==> src/rtl/led_shift_engine_pkg.sv <==
// led_shift_engine_pkg
//   Shared definitions for the LED shift engine:
//   - mode_e    : pattern step modes (HOLD / SHIFT / ROTATE / BOUNCE)
//   - DIR_LEFT  : step toward the MSB
//   - DIR_RIGHT : step toward the LSB
package led_shift_engine_pkg;

    typedef enum logic [1:0] {
        MODE_HOLD   = 2'b00,
        MODE_SHIFT  = 2'b01,
        MODE_ROTATE = 2'b10,
        MODE_BOUNCE = 2'b11
    } mode_e;

    localparam logic DIR_LEFT  = 1'b0;
    localparam logic DIR_RIGHT = 1'b1;

endpackage

==> src/rtl/led_shift_engine_if.sv <==
// led_shift_engine_if
//   Control and pattern signals of the LED shift engine.
//   master : tiks, en, dir, mode, load, load_pattern out; leds, step, wrap in
//   slave  : the engine side (mirror of master)
interface led_shift_engine_if #(
    parameter int WIDTH = 8
);
    import led_shift_engine_pkg::*;

    logic             tiks;
    logic             en;
    logic             dir;
    mode_e            mode;
    logic             load;
    logic [WIDTH-1:0] load_pattern;
    logic [WIDTH-1:0] leds;
    logic             step;
    logic             wrap;

    modport master (
        output tiks, en, dir, mode, load, load_pattern,
        input  leds, step, wrap
    );

    modport slave (
        input  tiks, en, dir, mode, load, load_pattern,
        output leds, step, wrap
    );

endinterface

==> src/rtl/led_shift_engine_tick_edge_detect.sv <==
// tick_edge_detect
//   Turns the toggling tiks stream into a one-cycle event per toggle.
//   Ports:
//     clock : system clock
//     rst   : asynchronous active-low reset
//     tiks  : toggle stream, synchronous to clock
//     ev    : high for the cycle in which tiks differs from its previous value
module tick_edge_detect (
    input  logic clock,
    input  logic rst,
    input  logic tiks,
    output logic ev
);

    // Reset value 0 means a tiks already high at reset release counts as one event.
    logic tiks_d;

    always_ff @(posedge clock or negedge rst) begin
        if (!rst) begin
            tiks_d <= 1'b0;
        end else begin
            tiks_d <= tiks;
        end
    end

    assign ev = tiks ^ tiks_d;

endmodule

==> src/rtl/led_shift_engine.sv <==
// led_shift_engine
//   Advances an LED pattern by one position every DIV tick events
//   (one event per tiks toggle): logical shift, rotate or bounce.
//   Ports:
//     clock : system clock
//     rst   : asynchronous active-low reset
//     bus   : led_shift_engine_if.slave
//             in : tiks, en, dir, mode, load, load_pattern
//             out: leds (registered pattern), step/wrap (1-cycle pulses)
//   Configuration:
//     SHIFT_BOUNCE_EN defined   -> mode 11 bounces between the end bits.
//     SHIFT_BOUNCE_EN undefined -> mode 11 behaves as HOLD, no bounce direction register.
module led_shift_engine
    import led_shift_engine_pkg::*;
#(
    parameter int               WIDTH        = 8,
    parameter int               DIV          = 1,
    parameter logic [WIDTH-1:0] INIT_PATTERN = WIDTH'(1)
) (
    input  logic               clock,
    input  logic               rst,
    led_shift_engine_if.slave  bus
);

    localparam int               CNT_W    = $clog2(DIV) + 1;
    localparam logic [CNT_W-1:0] CNT_LAST = CNT_W'(DIV - 1);

    logic             ev;
    logic             do_step;
    logic [CNT_W-1:0] div_cnt;
    logic [WIDTH-1:0] leds_q;
    logic [WIDTH-1:0] leds_nxt;
    logic             step_q;
    logic             step_nxt;
    logic             wrap_q;
    logic             wrap_nxt;

    // Bit that leaves the pattern when stepping in direction d.
    function automatic logic end_bit(input logic [WIDTH-1:0] p, input logic d);
        return (d == DIR_LEFT) ? p[WIDTH-1] : p[0];
    endfunction

    function automatic logic [WIDTH-1:0] shift_one(input logic [WIDTH-1:0] p, input logic d);
        return (d == DIR_LEFT) ? {p[WIDTH-2:0], 1'b0} : {1'b0, p[WIDTH-1:1]};
    endfunction

    function automatic logic [WIDTH-1:0] rotate_one(input logic [WIDTH-1:0] p, input logic d);
        return (d == DIR_LEFT) ? {p[WIDTH-2:0], p[WIDTH-1]} : {p[0], p[WIDTH-1:1]};
    endfunction

    tick_edge_detect u_tick (
        .clock (clock),
        .rst   (rst),
        .tiks  (bus.tiks),
        .ev    (ev)
    );

    assign do_step = ev & bus.en & (div_cnt == CNT_LAST);

`ifdef SHIFT_BOUNCE_EN
    logic  bdir_q;
    logic  bdir_nxt;
    logic  bdir_eff;
    mode_e mode_q;
    logic  bounce_entry;

    // Entering BOUNCE takes the external direction; a step in the same cycle already uses it.
    assign bounce_entry = (bus.mode == MODE_BOUNCE) && (mode_q != MODE_BOUNCE);
    assign bdir_eff     = bounce_entry ? bus.dir : bdir_q;
`endif

    always_comb begin
        leds_nxt = leds_q;
        step_nxt = 1'b0;
        wrap_nxt = 1'b0;
`ifdef SHIFT_BOUNCE_EN
        bdir_nxt = bdir_eff;
`endif
        if (do_step) begin
            case (bus.mode)
                MODE_SHIFT: begin
                    leds_nxt = shift_one(leds_q, bus.dir);
                    step_nxt = 1'b1;
                    wrap_nxt = end_bit(leds_q, bus.dir);
                end
                MODE_ROTATE: begin
                    leds_nxt = rotate_one(leds_q, bus.dir);
                    step_nxt = 1'b1;
                    wrap_nxt = end_bit(leds_q, bus.dir);
                end
`ifdef SHIFT_BOUNCE_EN
                MODE_BOUNCE: begin
                    step_nxt = 1'b1;
                    // All-zero pattern has nothing to bounce: hold, no wrap.
                    if (leds_q != '0) begin
                        if (end_bit(leds_q, bdir_eff)) begin
                            bdir_nxt = ~bdir_eff;
                            wrap_nxt = 1'b1;
                            // With both end bits set the pattern cannot move either way.
                            if (!end_bit(leds_q, ~bdir_eff)) begin
                                leds_nxt = shift_one(leds_q, ~bdir_eff);
                            end
                        end else begin
                            leds_nxt = shift_one(leds_q, bdir_eff);
                        end
                    end
                end
`endif
                default: begin
                end
            endcase
        end
    end

    always_ff @(posedge clock or negedge rst) begin
        if (!rst) begin
            leds_q  <= INIT_PATTERN;
            step_q  <= 1'b0;
            wrap_q  <= 1'b0;
            div_cnt <= '0;
`ifdef SHIFT_BOUNCE_EN
            bdir_q  <= DIR_LEFT;
            mode_q  <= MODE_HOLD;
`endif
        end else begin
`ifdef SHIFT_BOUNCE_EN
            mode_q <= bus.mode;
`endif
            // load wins over a coincident step, which is dropped.
            if (bus.load) begin
                leds_q  <= bus.load_pattern;
                step_q  <= 1'b0;
                wrap_q  <= 1'b0;
                div_cnt <= '0;
`ifdef SHIFT_BOUNCE_EN
                bdir_q  <= bus.dir;
`endif
            end else begin
                leds_q <= leds_nxt;
                step_q <= step_nxt;
                wrap_q <= wrap_nxt;
`ifdef SHIFT_BOUNCE_EN
                bdir_q <= bdir_nxt;
`endif
                if (ev && bus.en) begin
                    div_cnt <= do_step ? '0 : div_cnt + CNT_W'(1);
                end
            end
        end
    end

    assign bus.leds = leds_q;
    assign bus.step = step_q;
    assign bus.wrap = wrap_q;

endmodule
==> src/flat_wrapper.sv <==
// flat-port wrapper written by rule: the top's interface ports become plain ports
module led_shift_engine_flat import led_shift_engine_pkg::*;
#(
    parameter int               WIDTH        = 8,
    parameter int               DIV          = 1,
    parameter logic [WIDTH-1:0] INIT_PATTERN = WIDTH'(1)
)
  (clock, rst, bus_tiks, bus_en, bus_dir, bus_mode, bus_load, bus_load_pattern, bus_leds, bus_step, bus_wrap);
  led_shift_engine_if #(.WIDTH(WIDTH)) bus_i ();
  input  logic clock;
  input  logic rst;
  input wire logic [$bits(bus_i.tiks)-1:0] bus_tiks;
  input wire logic [$bits(bus_i.en)-1:0] bus_en;
  input wire logic [$bits(bus_i.dir)-1:0] bus_dir;
  input wire logic [$bits(bus_i.mode)-1:0] bus_mode;
  input wire logic [$bits(bus_i.load)-1:0] bus_load;
  input wire logic [$bits(bus_i.load_pattern)-1:0] bus_load_pattern;
  output wire logic [$bits(bus_i.leds)-1:0] bus_leds;
  output wire logic [$bits(bus_i.step)-1:0] bus_step;
  output wire logic [$bits(bus_i.wrap)-1:0] bus_wrap;
  assign bus_i.tiks = bus_tiks;
  assign bus_i.en = bus_en;
  assign bus_i.dir = bus_dir;
  assign bus_i.mode = bus_mode;
  assign bus_i.load = bus_load;
  assign bus_i.load_pattern = bus_load_pattern;
  assign bus_leds = bus_i.leds;
  assign bus_step = bus_i.step;
  assign bus_wrap = bus_i.wrap;
  led_shift_engine #(.WIDTH(WIDTH), .DIV(DIV), .INIT_PATTERN(INIT_PATTERN)) u_core (.clock(clock), .rst(rst), .bus(bus_i));
endmodule
==> config.mk <==
export PLATFORM = sky130hd
export DESIGN_NAME = led_shift_engine_flat
export DESIGN_NICKNAME = d
export VERILOG_FILES = /design/src/rtl/led_shift_engine_pkg.sv /design/src/rtl/led_shift_engine_if.sv /design/src/rtl/led_shift_engine_tick_edge_detect.sv /design/src/rtl/led_shift_engine.sv /design/src/flat_wrapper.sv
export SDC_FILE = /design/constraint.sdc
export NUM_CORES = 1
export LEC_CHECK = 0
export ABC_AREA = 1
export CAP_MARGIN = 20
export CORE_ASPECT_RATIO = 1.5
export CORE_UTILIZATION = 23
export DETAILED_ROUTE_END_ITERATION = 16
export PLACE_DENSITY_LB_ADDON = 0.05
export SLEW_MARGIN = 40
export SYNTH_ARGS = -nofsm -noshare
export SYNTH_HDL_FRONTEND = slang
export SYNTH_HIERARCHICAL = 1
export SYNTH_SLANG_ARGS = --single-unit
==> constraint.sdc <==
create_clock -name clock -period 2.9 [get_ports clock]
set_clock_uncertainty 0.05 [all_clocks]
set_input_delay 0.29 -clock clock [delete_from_list [all_inputs] [get_ports clock]]
set_output_delay 0.29 -clock clock [all_outputs]
set_load 0.01 [all_outputs]
==> flow_results.org, run 1 <==
** Status
- The run finished with clean final reports.

** Setup path
- Largest stage delay on the critical path :: around 0.57 ns
- The worst setup path is captured at an output pin.
- FF-to-FF setup slack :: 1.67 ns
- Data arrival at the endpoint of the critical path :: 1.35 ns
- Counting both buffers and inverters, the worst setup path holds a total of 1.
- The signal on the critical path passes through clkdlybuf4s50_1.
- Critical path's slowest cell :: sky130_fd_sc_hd__dfstp_2
- Start of the worst register-to-register path :: u_core/u_tick/tiks_d
- Depth of the worst register-to-register path :: 8
- Maximum fanout along the worst path :: 5
- Data required time of the critical path :: approximately 2.6 ns
- The endpoint identified for the worst register-to-register timing path is u_core/bus.leds[4].
- Critical Path Source Type :: register
- Startpoint-to-endpoint class of the critical path :: register to output pin
- The kind of cell with the highest combined delay along the critical path is flip-flops.

** Global routing
- First-pass GRT wire length :: 3170 um
- Summed over all layers, the global routing overflow is 0.
- Number of antenna violations at the first check in global routing :: 0
- Via count of the first global-routing pass :: 712
- Global routing used about an eighth of the available tracks.
- Pin count of the biggest net entering global routing :: 19

** Power and ir drop
- Worst voltage drop across the vdd grid :: 187 uV
- Power per cell area :: 516 nW/um2
- Power Total :: between 0.0005 and 0.0006 W
- Total leakage power :: 0.510 nW

** Clock network
- In this run the deepest clock path goes through 2 buffers.
- Worst skew pair latency :: 0.24 ns
- Num CTS Buffers :: 3
- Number of hold buffers added after cts :: 0
- Clock sinks :: 12
- Htree depth :: 1
- Buffers inserted by post-CTS timing repair :: 0
- After clock tree synthesis, the repair step resized 0 gates.
- CTS root buf :: sky130_fd_sc_hd__clkbuf_8
- TritonCTS built the clock tree.
- Clock slew at the register clock pins of the worst setup and hold paths :: 0.06 ns

** Synthesis
- The Yosys step of the flow raised 6 warnings.
- Flip-flop and latch count after synthesis :: 12
- Number of nets produced by synthesis :: around 120
- After synthesis, the share of flip-flops with an asynchronous set or reset is 100%.
- Of the post-synthesis cell area, the dominant cell type holds 37.0%.
- Averaged over all synthesized cells, the footprint is 7.23 um2.
- Number of flops mapped to enable cells by yosys :: 0
- The synthesized design spends more area on one cell type than any other, namely sky130_fd_sc_hd__dfrtp_1.
- The share of the Yosys chip area taken by registers is 40.5%.
- The commonest cells after synthesis are 42 x sky130_fd_sc_hd__nand2_1, 12 x sky130_fd_sc_hd__nand3_1, 11 x sky130_fd_sc_hd__dfrtp_1.
- Number of standard cells after synthesis :: between 100 and 150
- Ranked by total cell area, the synthesized netlist is headed by sky130_fd_sc_hd__dfrtp_1 37%, sky130_fd_sc_hd__nand2_1 21%, sky130_fd_sc_hd__nand3_1 8.1%.
- In this run the cell area of the synthesized design comes to 744 um2.
- Count leader, synth :: sky130_fd_sc_hd__nand2_1
- In this run, distinct cell masters in the synthesized netlist total 17.
- Flip-flop cell with the highest count after synthesis :: sky130_fd_sc_hd__dfrtp_1

** Floorplan
- Die height :: roughly 72 um
- Initial Utilization :: 24.8%
- Width of the die :: 48.5 um
- Site Rows :: 24
- Number of ports placed on the die boundary :: 26
- Die Footprint :: 3470 um2
- The region available for standard cell placement spans 3000 um2.

** Timing
- Measured against its own limit, the worst slew margin works out to about three fifths.
- Achievable frequency :: 592 MHz
- Slew at the pin closest to its max-slew limit :: 0.574 ns
- Hold Violations, Final :: 0
- For the final routed database, the setup TNS stands at 0 ns.
- Final cycle utilization of the critical path :: roughly 58%
- Setup violations remaining at the end of the flow were counted as 0.
- Final Critical Period :: 1.69 ns
- The number of pins with negative max-slew slack in the final report is 0.
- Unrepaired setup endpoints after global routing :: no

** Layout
- Layout cells sized above 1 :: 11.6%
- Summing all flip-flop and latch instances after layout gives 302 um2.
- After filler insertion, the fill cell instance count of the layout stands at 329.
- The number of antenna diodes in the final layout is 0.
- Relative to the synthesized area, the layout overhead comes to 43.5%.
- Final core utilization :: ~36%
- Net total in the final layout :: 149
- Footprint of the multi-input gates :: 375 um2

** Place
- Quantity of I/O buffers inserted on ports :: 25
- The congestion estimate from routability-driven global placement came to 0.746.
- Summed over all nets, the half-perimeter wirelength after detailed placement is approximately 1400 um.

** Route
- # DRC :: 0
- Total wire length :: 1800 um
- Vias after detailed routing :: 693
- In this run the remaining antenna-violating nets after routing total 0.
- The pre-antenna-repair detailed-routing pass consisted of 4 iterations.
- For this block, the initial DRC count from the detailed router was 15.
- Vias per inst :: 4.13
- After detailed routing, the average wire length per cell comes to 10.7 um.

** Worst hold path
- The min-delay analysis places its worst path in the category input port to asynchronous set/reset pin.

** Run
- Max-cap violations in this run came to 0.
-- power by group --
| part | total, W | leakage, nW | internal, W | switching [W] |
|---|---|---|---|---|
| clock network | 0.000185 | 0.0288 | 0.000120 | 0.0000652 |
| registers | 0.000219 | 0.149 | 0.000192 | 0.0000273 |
| logic | 0.000147 | 0.332 | 0.0000813 | 0.0000661 |
-- worst max path at each step --
stage / startpoint / to / slack (ns) / cells after the start
after floorplan: u_core/u_tick/tiks_d / u_core/bus.leds[4] / 1.78 / 9
after global placement: bus_dir / u_core/bus.leds[1] / 1.09 / 6
after detailed placement: bus_dir / u_core/bus.leds[1] / 1.05 / 6
after CTS: u_core/bus.leds[0] / bus_leds[0] / 1.20 / 1
after global routing: u_core/bus.leds[0] / bus_leds[0] / 1.17 / 1
final: u_core/bus.leds[0] / bus_leds[0] / 1.21 / 1
-- registers in the layout, summed over array words and instances (netlist names) --
register	flops
u_core/bus.leds	8
u_core/bus.step	1
u_core/div_cnt	1
u_core/bus.wrap	1
u_core/u_tick/tiks_d	1
-- area by class of cell --
cell class                 instances  share of cell area (%)
timing repair buffer              25                    23.4
multi-input combinational         78                    35.1
tap                               39                    4.57
inverter                          10                    3.51
sequential                        12                    28.2
clock buffer                       4                    5.15
-- per-layer routing --
| layer | GRT usage (%) | vias to the layer above | share of wire, % |
|---|---|---|---|
| met5 | 0 | - | 0 |
| met4 | 8.50 | 0 | 1.8 |
| met3 | 2.34 | 4 | 3.8 |
| met2 | 20.3 | 16 | 50 |
| met1 | 14.2 | 301 | 44 |
| li1 | - | 372 | - |
-- layout by cell type (no fill, tap or decap), types with 2 or more instances in the layout --
cell type                          n
sky130_fd_sc_hd__ha_1              3
sky130_fd_sc_hd__nor2_1            3
sky130_fd_sc_hd__a21oi_1           2
sky130_fd_sc_hd__or2_2             6
sky130_fd_sc_hd__clkdlybuf4s50_1  25
sky130_fd_sc_hd__o21ai_2           2
sky130_fd_sc_hd__nand2_1          42
sky130_fd_sc_hd__o21ai_0           5
sky130_fd_sc_hd__inv_1             8
sky130_fd_sc_hd__dfrtp_1          11
sky130_fd_sc_hd__nand3_1          12
sky130_fd_sc_hd__or2_0             2
sky130_fd_sc_hd__clkbuf_8          4
-- through the flow --
| step | hold slack (ns) | setup WS, ns | area (um2) | instances |
|---|---|---|---|---|
| 2_1_floorplan | -0.0556 | 1.78 | 744 | 103 |
| 3_3_place_gp | 0.458 | 1.09 | 1010 | 164 |
| 3_5_place_dp | 0.457 | 1.05 | 1010 | 164 |
| 4_1_cts | 0.383 | 1.20 | 1070 | 168 |
| 5_1_grt | 0.419 | 1.17 | 1070 | 168 |
| 6_report | 0.364 | 1.21 | 1070 | 168 |
-- cells by family after synthesis --
group / after synthesis / synth area share [%]
AND/OR/NAND/NOR: 66 / 38.3
buffers and inverters: 13 / 9.07
flip-flops: 12 / 40.5
AO/OA/AOI/OAI: 9 / 7.06
adder cells (fa/ha/maj): 3 / 5.04
No activity file was read; power rests on OpenSTA's default activity.
==> inputs of run 2 (changes only) <==
clock period = 1.69 ns   (was 2.9 ns; I/O delays follow)
==> run 2 against run 1 <==
  * Final cell count grew 1.2%
  * Register-to-register slack got worse by 1.2 ns
  * Sequential cell count unchanged
  * Total power increased by 73%
  * Die area unchanged
  * Largest power group unchanged
  * Highest routed layer unchanged
==> flow_results.org, run 2 (synthesized netlist as in run 1, its figures left out) <==
** Route
- The number of search-and-repair iterations in the first detailed-routing pass is 4 (unchanged).
- The sum of met3 wire segment lengths after detailed routing is 78 um (+13%).
- Remaining antenna violation count :: 0 (unchanged)
- Uppermost layer routed :: met4
- The final wirelength was 1870 um (+3.9%).
- Vias per inst :: 4.25 (+3.1%)
- Count of routing violations after the opening detailed-route iteration :: 10 (-5)
- Post-Route M1 WL :: 816 um (+3.0%)
- The vias after detailed routing is 723 (+4.3%).
- The final routed DRC violation total is 0 (unchanged).
- Detail Route met2 WL :: 939 um (+3.6%)
- The average routed wire per standard cell was 11.0 um (+2.7%).

** Clock network
- TritonCTS clock tree :: done
- Post-CTS sizing :: 0 (unchanged)
- The number of clock buffers inserted by TritonCTS is 3 (unchanged).
- Buffers inserted by post-CTS timing repair :: 0 (unchanged)
- CTS placed an instance of sky130_fd_sc_hd__clkbuf_8 at the clock tree root.
- Htree depth :: 1 (unchanged)
- Worst skew pair latency :: 0.25 ns (about the same)
- The number of clock sinks is 12 (unchanged).
- Number of hold buffers added after cts :: 0 (unchanged)
- Number of buffers between clock root and the deepest sink :: 2 (unchanged)
- The clock-pin slew of the registers on the worst-case setup and hold paths came to 0.06 ns (about the same).

** Run
- Count of maximum capacitance violations :: 0 (unchanged)

** Timing
- For this run, the top clock speed supported by timing is about 640 MHz.
- Final Critical Period :: 1.57 ns
- Unrepaired setup endpoints after global routing :: no
- Fin. max-slew vios :: 0 (unchanged)
- After layout, the worst path uses 93.1% of the clock period.
- Hold Violations, Final :: 0 (unchanged)
- The pin slew with the least headroom to its limit was 0.598 ns (+0.0247 ns).
- Setup Total Neg Slack :: 0 ns (unchanged)
- The final count of negative-setup-slack endpoints is 0 (unchanged).
- Worst slew margin relative to its limit :: 60.0% (-1.7 points)

** Place
- The number of buffers added on ports was 25 (unchanged).
- Placed wire-length estimate after detailed placement :: 1360 um (-0.31%)
- The post-detailed-placement cell area is 1030 um2 (+1.5%).
- The placer's final routability congestion estimate came to 0.695 (-6.8%).

** Power and ir drop
- Power per cell area :: 882 nW/um2 (+71%)
- Portion of total power attributed to combinational logic :: 27.0% (+0.3 points)
- The power spent charging and discharging nets is 0.000279 W (+76%).
- The internal power came to 0.000678 W (+72%).
- The switching power as a share of total power is 29.1% (+0.38 points).
- Portion of total power attributed to sequential cells :: 38.9% (-0.8 points)
- The reported leakage power was 0.520 nW (+1.9%).
- Power Total :: 0.000956 W (+73%)
- Worst voltage drop across the vdd grid :: 315 uV (+69%)
- The relative contribution of the clock network to total power was 34.1% (+0.5 points).

** Floorplan
- The initial cell density of the core is 24.8% (unchanged).
- The number of placement rows is 24 (unchanged).
- Number of ports placed on the die boundary :: 26 (unchanged)
- The floorplan core area was 3000 um2 (unchanged).
- Die Footprint :: 3470 um2 (unchanged)
- The x dimension of the die came to 48.5 um (unchanged).
- Die height :: 71.7 um (unchanged)

** Global routing
- The number of global-route vias before repair was 766 (+7.6%).
- The total grt overflow came to 0 (unchanged).
- The overall fraction of global-route tracks in use is 12.6% (+0.36 points).
- The largest net degree at the start of global routing was 19 (unchanged).
- Number of antenna violations at the first check in global routing :: 0 (unchanged)
- First-pass GRT wire length :: 3330 um (+4.8%)

** Setup path
- Critical Path Source Type :: register
- Cell Chain, Critical Path :: clkdlybuf4s50_1
- Capturing element type of the critical path :: output pin
- The critical path arrival is 1.35 ns (about the same).
- Cell family with most CP delay :: flip-flops
- The maximum cell stage delay along the critical path is 0.57 ns (about the same).
- Start of the worst register-to-register path :: u_core/u_tick/tiks_d
- The buffers plus inverters on the worst setup path was 1 (unchanged).
- FF-to-FF setup slack :: 0.45 ns (-1.22 ns)
- The setup path with the least slack is of type register to output pin.
- Critical path's slowest cell :: sky130_fd_sc_hd__dfstp_2
- Data required time of the critical path :: 1.47 ns (-1.09 ns)
- Maximum fanout along the worst path :: 5 (unchanged)
- CP startpoint :: u_core/bus.leds[0]

** Layout
- Footprint of the multi-input gates :: 375 um2 (unchanged)
- Max FFs per register :: 8 (unchanged)
- Most frequent cells in the layout :: 42 x sky130_fd_sc_hd__nand2_1, 25 x sky130_fd_sc_hd__clkdlybuf4s50_1, 12 x sky130_fd_sc_hd__nand3_1, 11 x sky130_fd_sc_hd__dfrtp_1, 8 x sky130_fd_sc_hd__inv_1
- The register cell area after layout is 302 um2 (unchanged).
- Leaving out fill and tap cells, the most frequent cell in the layout is sky130_fd_sc_hd__nand2_1.
- Net total in the final layout :: 151 (+1.3%)
- Synthesis-to-layout area growth :: 45.5%
- Layout cells sized above 1 :: 13.0% (+1.3 points)
- Cell area after layout :: 1080 um2 (+1.4%)
- The total of fill cells in the finished design came to 351 (+6.7%).
- The post-layout utilization of the core came to 36.1% (+0.50 points).
- Total inserted antenna cells :: 0 (unchanged)

** Worst hold path
- Class of the worst hold path :: input port to asynchronous set/reset pin

** Status
- The run finished with clean final reports.
## run 2: routing by layer
metal	vias up	global-route usage, %
met1	326	13.6
li1	373	-
met4	0	7.84
met2	20	22.8
met5	-	0
met3	4	2.12
## run 2: worst paths after layout
check	cells past startpoint	to
min	1	u_core/bus.leds[5]
min in group clock	1	u_core/u_tick/tiks_d
min reg2reg	2	u_core/bus.leds[0]
max in group asynchronous	1	u_core/bus.wrap
max reg2reg	8	u_core/bus.leds[6]
max	1	bus_leds[0]
## run 2: cell type report
type	count	area share, %
tap	39	4.50
timing repair buffer	27	24.5
clock buffer	4	5.08
multi-input combinational	78	34.6
sequential	12	27.8
inverter	10	3.46
## run 2: per-stage QoR
step	instances	hold slack, ns	setup WS, ns
4_1_cts	170	0.284	0.105
5_1_grt	170	0.305	0.0792
3_3_place_gp	166	0.446	0.0772
3_5_place_dp	166	0.442	0.0433
6_report	170	0.251	0.117
2_1_floorplan	103	-0.177	0.570
## run 2: power by group through the flow
stage | combinational (W) | clock (W) | sequential [W]
after floorplan | 0.000113 | 0 | 0.000385
after global placement | 0.000261 | 0 | 0.000379
after detailed placement | 0.000262 | 0 | 0.000379
after CTS | 0.000263 | 0.000335 | 0.000374
after global routing | 0.000294 | 0.000347 | 0.000380
final | 0.000258 | 0.000326 | 0.000372
==> inputs of run 3 (changes only) <==
==> constraint.sdc (replaced) <==
create_clock -name clock -period 1.69 [get_ports clock]
set_clock_uncertainty 0.05 [all_clocks]
set_input_delay 0.338 -clock clock [delete_from_list [all_inputs] [get_ports clock]]
set_output_delay 0.338 -clock clock [all_outputs]
set_load 0.01 [all_outputs]
==> run 3 against run 2 <==
  * Sequential share of layout area shrank 1.3 points
  * Wire length grew 0.48%
  * Largest power group unchanged
  * Die area is the same
  * Critical path type unchanged
  * Clock power shrank 2%
==> flow_results.org, run 3 (synthesized netlist as in run 1, its figures left out) <==
** Timing
- Worst slew margin relative to its limit :: 81.3% (+21 points)
- Final cycle utilization of the critical path :: 95.2% (+2.1 points)
- Slew at the pin closest to its max-slew limit :: 0.279 ns (-0.319 ns)
- Setup repair after global routing left no endpoint under its margin.
- The final worst hold slack is 0.355 ns (+0.104 ns).
- Hold Violations, Final :: 0 (unchanged)
- Setup-violating endpoint count in the final report :: 0 (unchanged)
- Fin. max-slew vios :: 0 (unchanged)
- The post-layout minimum cycle time is 1.61 ns (+0.0350 ns).
- The maximum clock frequency is 622 MHz (-2.2%).

** Global routing
- Total congestion overflow after global routing :: 0 (unchanged)
- Pin count of the biggest net entering global routing :: 16 (-3)
- The number of global-route vias before repair is 772 (+0.78%).
- The overall fraction of global-route tracks in use is 12.9% (+0.29 points).
- The global-route wire length before repair was 3350 um (+0.84%).
- Number of antenna violations at the first check in global routing :: 0 (unchanged)

** Floorplan
- The floorplan die area came to 3470 um2 (unchanged).
- The number of placed I/O pins is 26 (unchanged).
- The number of placement rows was 24 (unchanged).
- The x dimension of the die came to 48.5 um (unchanged).
- The floorplan core area is 3000 um2 (unchanged).
- Initial Utilization :: 24.8% (unchanged)
- Die height :: 71.7 um (unchanged)

** Layout
- Max FFs per register :: 8 (unchanged)
- The net total in the final layout is 156 (+3.3%).
- Total inserted antenna cells :: 0 (unchanged)
- Leaving out fill and tap cells, the most frequent cells in the layout are 42 x sky130_fd_sc_hd__nand2_1, 24 x sky130_fd_sc_hd__clkdlybuf4s50_1, 12 x sky130_fd_sc_hd__nand3_1, 11 x sky130_fd_sc_hd__dfrtp_1, 8 x sky130_fd_sc_hd__inv_1.
- Footprint of the multi-input gates :: 380 um2 (+1.3%)
- The total of fill cells in the finished design came to 347 (-1.1%).
- Synthesis-to-layout area growth :: 52.8%
- Leaving out fill and tap cells, the most frequent cell in the layout is sky130_fd_sc_hd__nand2_1.
- Sequential cell area :: 302 um2 (unchanged)
- Cell area after layout :: 1140 um2 (+5.0%)
- The number of non-filler instances in the completed layout is 175 (+2.9%).
- Layout cells sized above 1 :: 16.2% (+3.2 points)

** Setup path
- Critical path's slowest cell :: sky130_fd_sc_hd__clkdlybuf4s50_1
- CP startpoint :: u_core/bus.leds[7]
- STA classifies the critical path startpoint as a register.
- Cell family with most CP delay :: buffers and inverters
- The setup slack of the most critical reg-to-reg path came to 0.49 ns (+0.04 ns).
- Start of the worst register-to-register path :: u_core/u_tick/tiks_d
- The critical path arrival is 1.22 ns (-0.13 ns).
- The maximum cell stage delay along the critical path came to 0.56 ns (about the same).
- The buffers plus inverters on the worst setup path was 1 (unchanged).
- Cell Chain, Critical Path :: clkdlybuf4s50_1
- STA classifies the critical path endpoint as an output pin.
- Maximum fanout along the worst path :: 5 (unchanged)
- The worst register-to-register path ends at u_core/bus.leds[2].
- Startpoint-to-endpoint class of the critical path :: register to output pin
- The required time reported for the critical path endpoint is 1.30 ns (-0.17 ns).
- The depth of the worst register-to-register path is 7 (-1).

** Worst hold path
- Class of the worst hold path :: input port to asynchronous set/reset pin

** Clock network
- The number of buffers inserted by hold repair at cts came to 0 (unchanged).
- The clock latency on the worst-skew pair came to 0.24 ns (about the same).
- The number of clock buffers inserted by TritonCTS was 3 (unchanged).
- The deepest clock path buffer count was 2 (unchanged).
- The deepest level of the CTS H-tree came to 1 (unchanged).
- The number of buffers inserted by post-CTS setup repair was 0 (unchanged).
- Clock sinks :: 12 (unchanged)
- The clock-pin slew of the registers on the worst-case setup and hold paths came to 0.06 ns (about the same).
- TritonCTS built the clock tree.
- Clock tree synthesis selected as its root buffer the cell sky130_fd_sc_hd__clkbuf_8.

** Status
- Status :: finished, final reports clean

** Route
- The sum of met3 wire segment lengths after detailed routing came to 53 um (-32%).
- Remaining antenna violation count :: 0 (unchanged)
- The average via count per standard cell was 4.15 (-2.5%).
- The vias after detailed routing is 726 (+0.41%).
- Uppermost layer routed :: met4
- The average routed wire per standard cell is 10.7 um (-2.4%).
- Detail Route met2 WL :: 984 um (+4.8%)
- The violation count after the first detailed-route iteration is 15 (+5).
- The final routed DRC violation total is 0 (unchanged).
- The number of search-and-repair iterations in the first detailed-routing pass was 4 (unchanged).
- Post-Route M1 WL :: 817 um (+0.12%)
- The final wirelength is 1880 um (+0.48%).

** Power and ir drop
- The total power per unit cell area was 845 nW/um2 (-4.2%).
- The reported leakage power is 0.553 nW (+6.4%).
- The peak supply drop is 320 uV (+1.4%).

** Place
- The number of buffers added on ports is 25 (unchanged).
- The post-detailed-placement cell area came to 1080 um2 (+4.9%).
- The cell count after placement is 171 (+3.0%).
- Final RePlAce weighted congestion :: 0.696 (+0.13%)
- The estimated wirelength of the detail-placed design was 1410 um (+3.2%).

** Run
- The number of maximum-capacitance constraint violations came to 0 (unchanged).
==> run 3: worst max-delay path by stage <==
stage / slack [ns] / to / cells after the start
2_1_floorplan: 0.53 / u_core/bus.leds[2] / 8
3_3_place_gp: -0.07 / u_core/bus.leds[3] / 7
3_5_place_dp: -0.10 / u_core/bus.leds[2] / 7
4_1_cts: 0.06 / bus_leds[7] / 1
5_1_grt: 0.02 / bus_leds[7] / 1
6_report: 0.08 / bus_leds[7] / 1
==> run 3: layout make-up <==
cell class / count / area share [%]
inverter: 10 / 3.30
timing repair buffer: 32 / 27.6
multi-input combinational: 78 / 33.4
tap: 39 / 4.29
sequential: 12 / 26.5
clock buffer: 4 / 4.84
==> run 3: report_power, final <==
group | internal (W) | switching (W) | total [W] | leakage (nW)
clock | 0.000206 | 0.000113 | 0.000319 | 0.0288
combinational | 0.000151 | 0.000119 | 0.000270 | 0.375
sequential | 0.000329 | 0.0000436 | 0.000372 | 0.149
==> run 3: layer usage <==
metal  GRT usage (%)  up-vias
li1                -      386
met1            14.2      324
met2            23.3       14
met3            1.91        2
met4            7.84        0
met5               0        -
==> run 3: timing repair <==
action,CTS,global route
endpoints found under the setup margin,1,4
gates resized for setup,1,1
gates cloned,0,0
==> run 3: metrics by stage <==
step                setup WS [ns]  util [%]  power [W]  TNS, ns
finish                     0.0816      37.9   0.000961        0
global route               0.0209      37.9    0.00103        0
CTS                        0.0620      37.7   0.000980        0
detailed placement         -0.102      35.9   0.000653   -0.653
global placement          -0.0685      35.9   0.000652   -0.399
floorplan                   0.533         -   0.000497        0
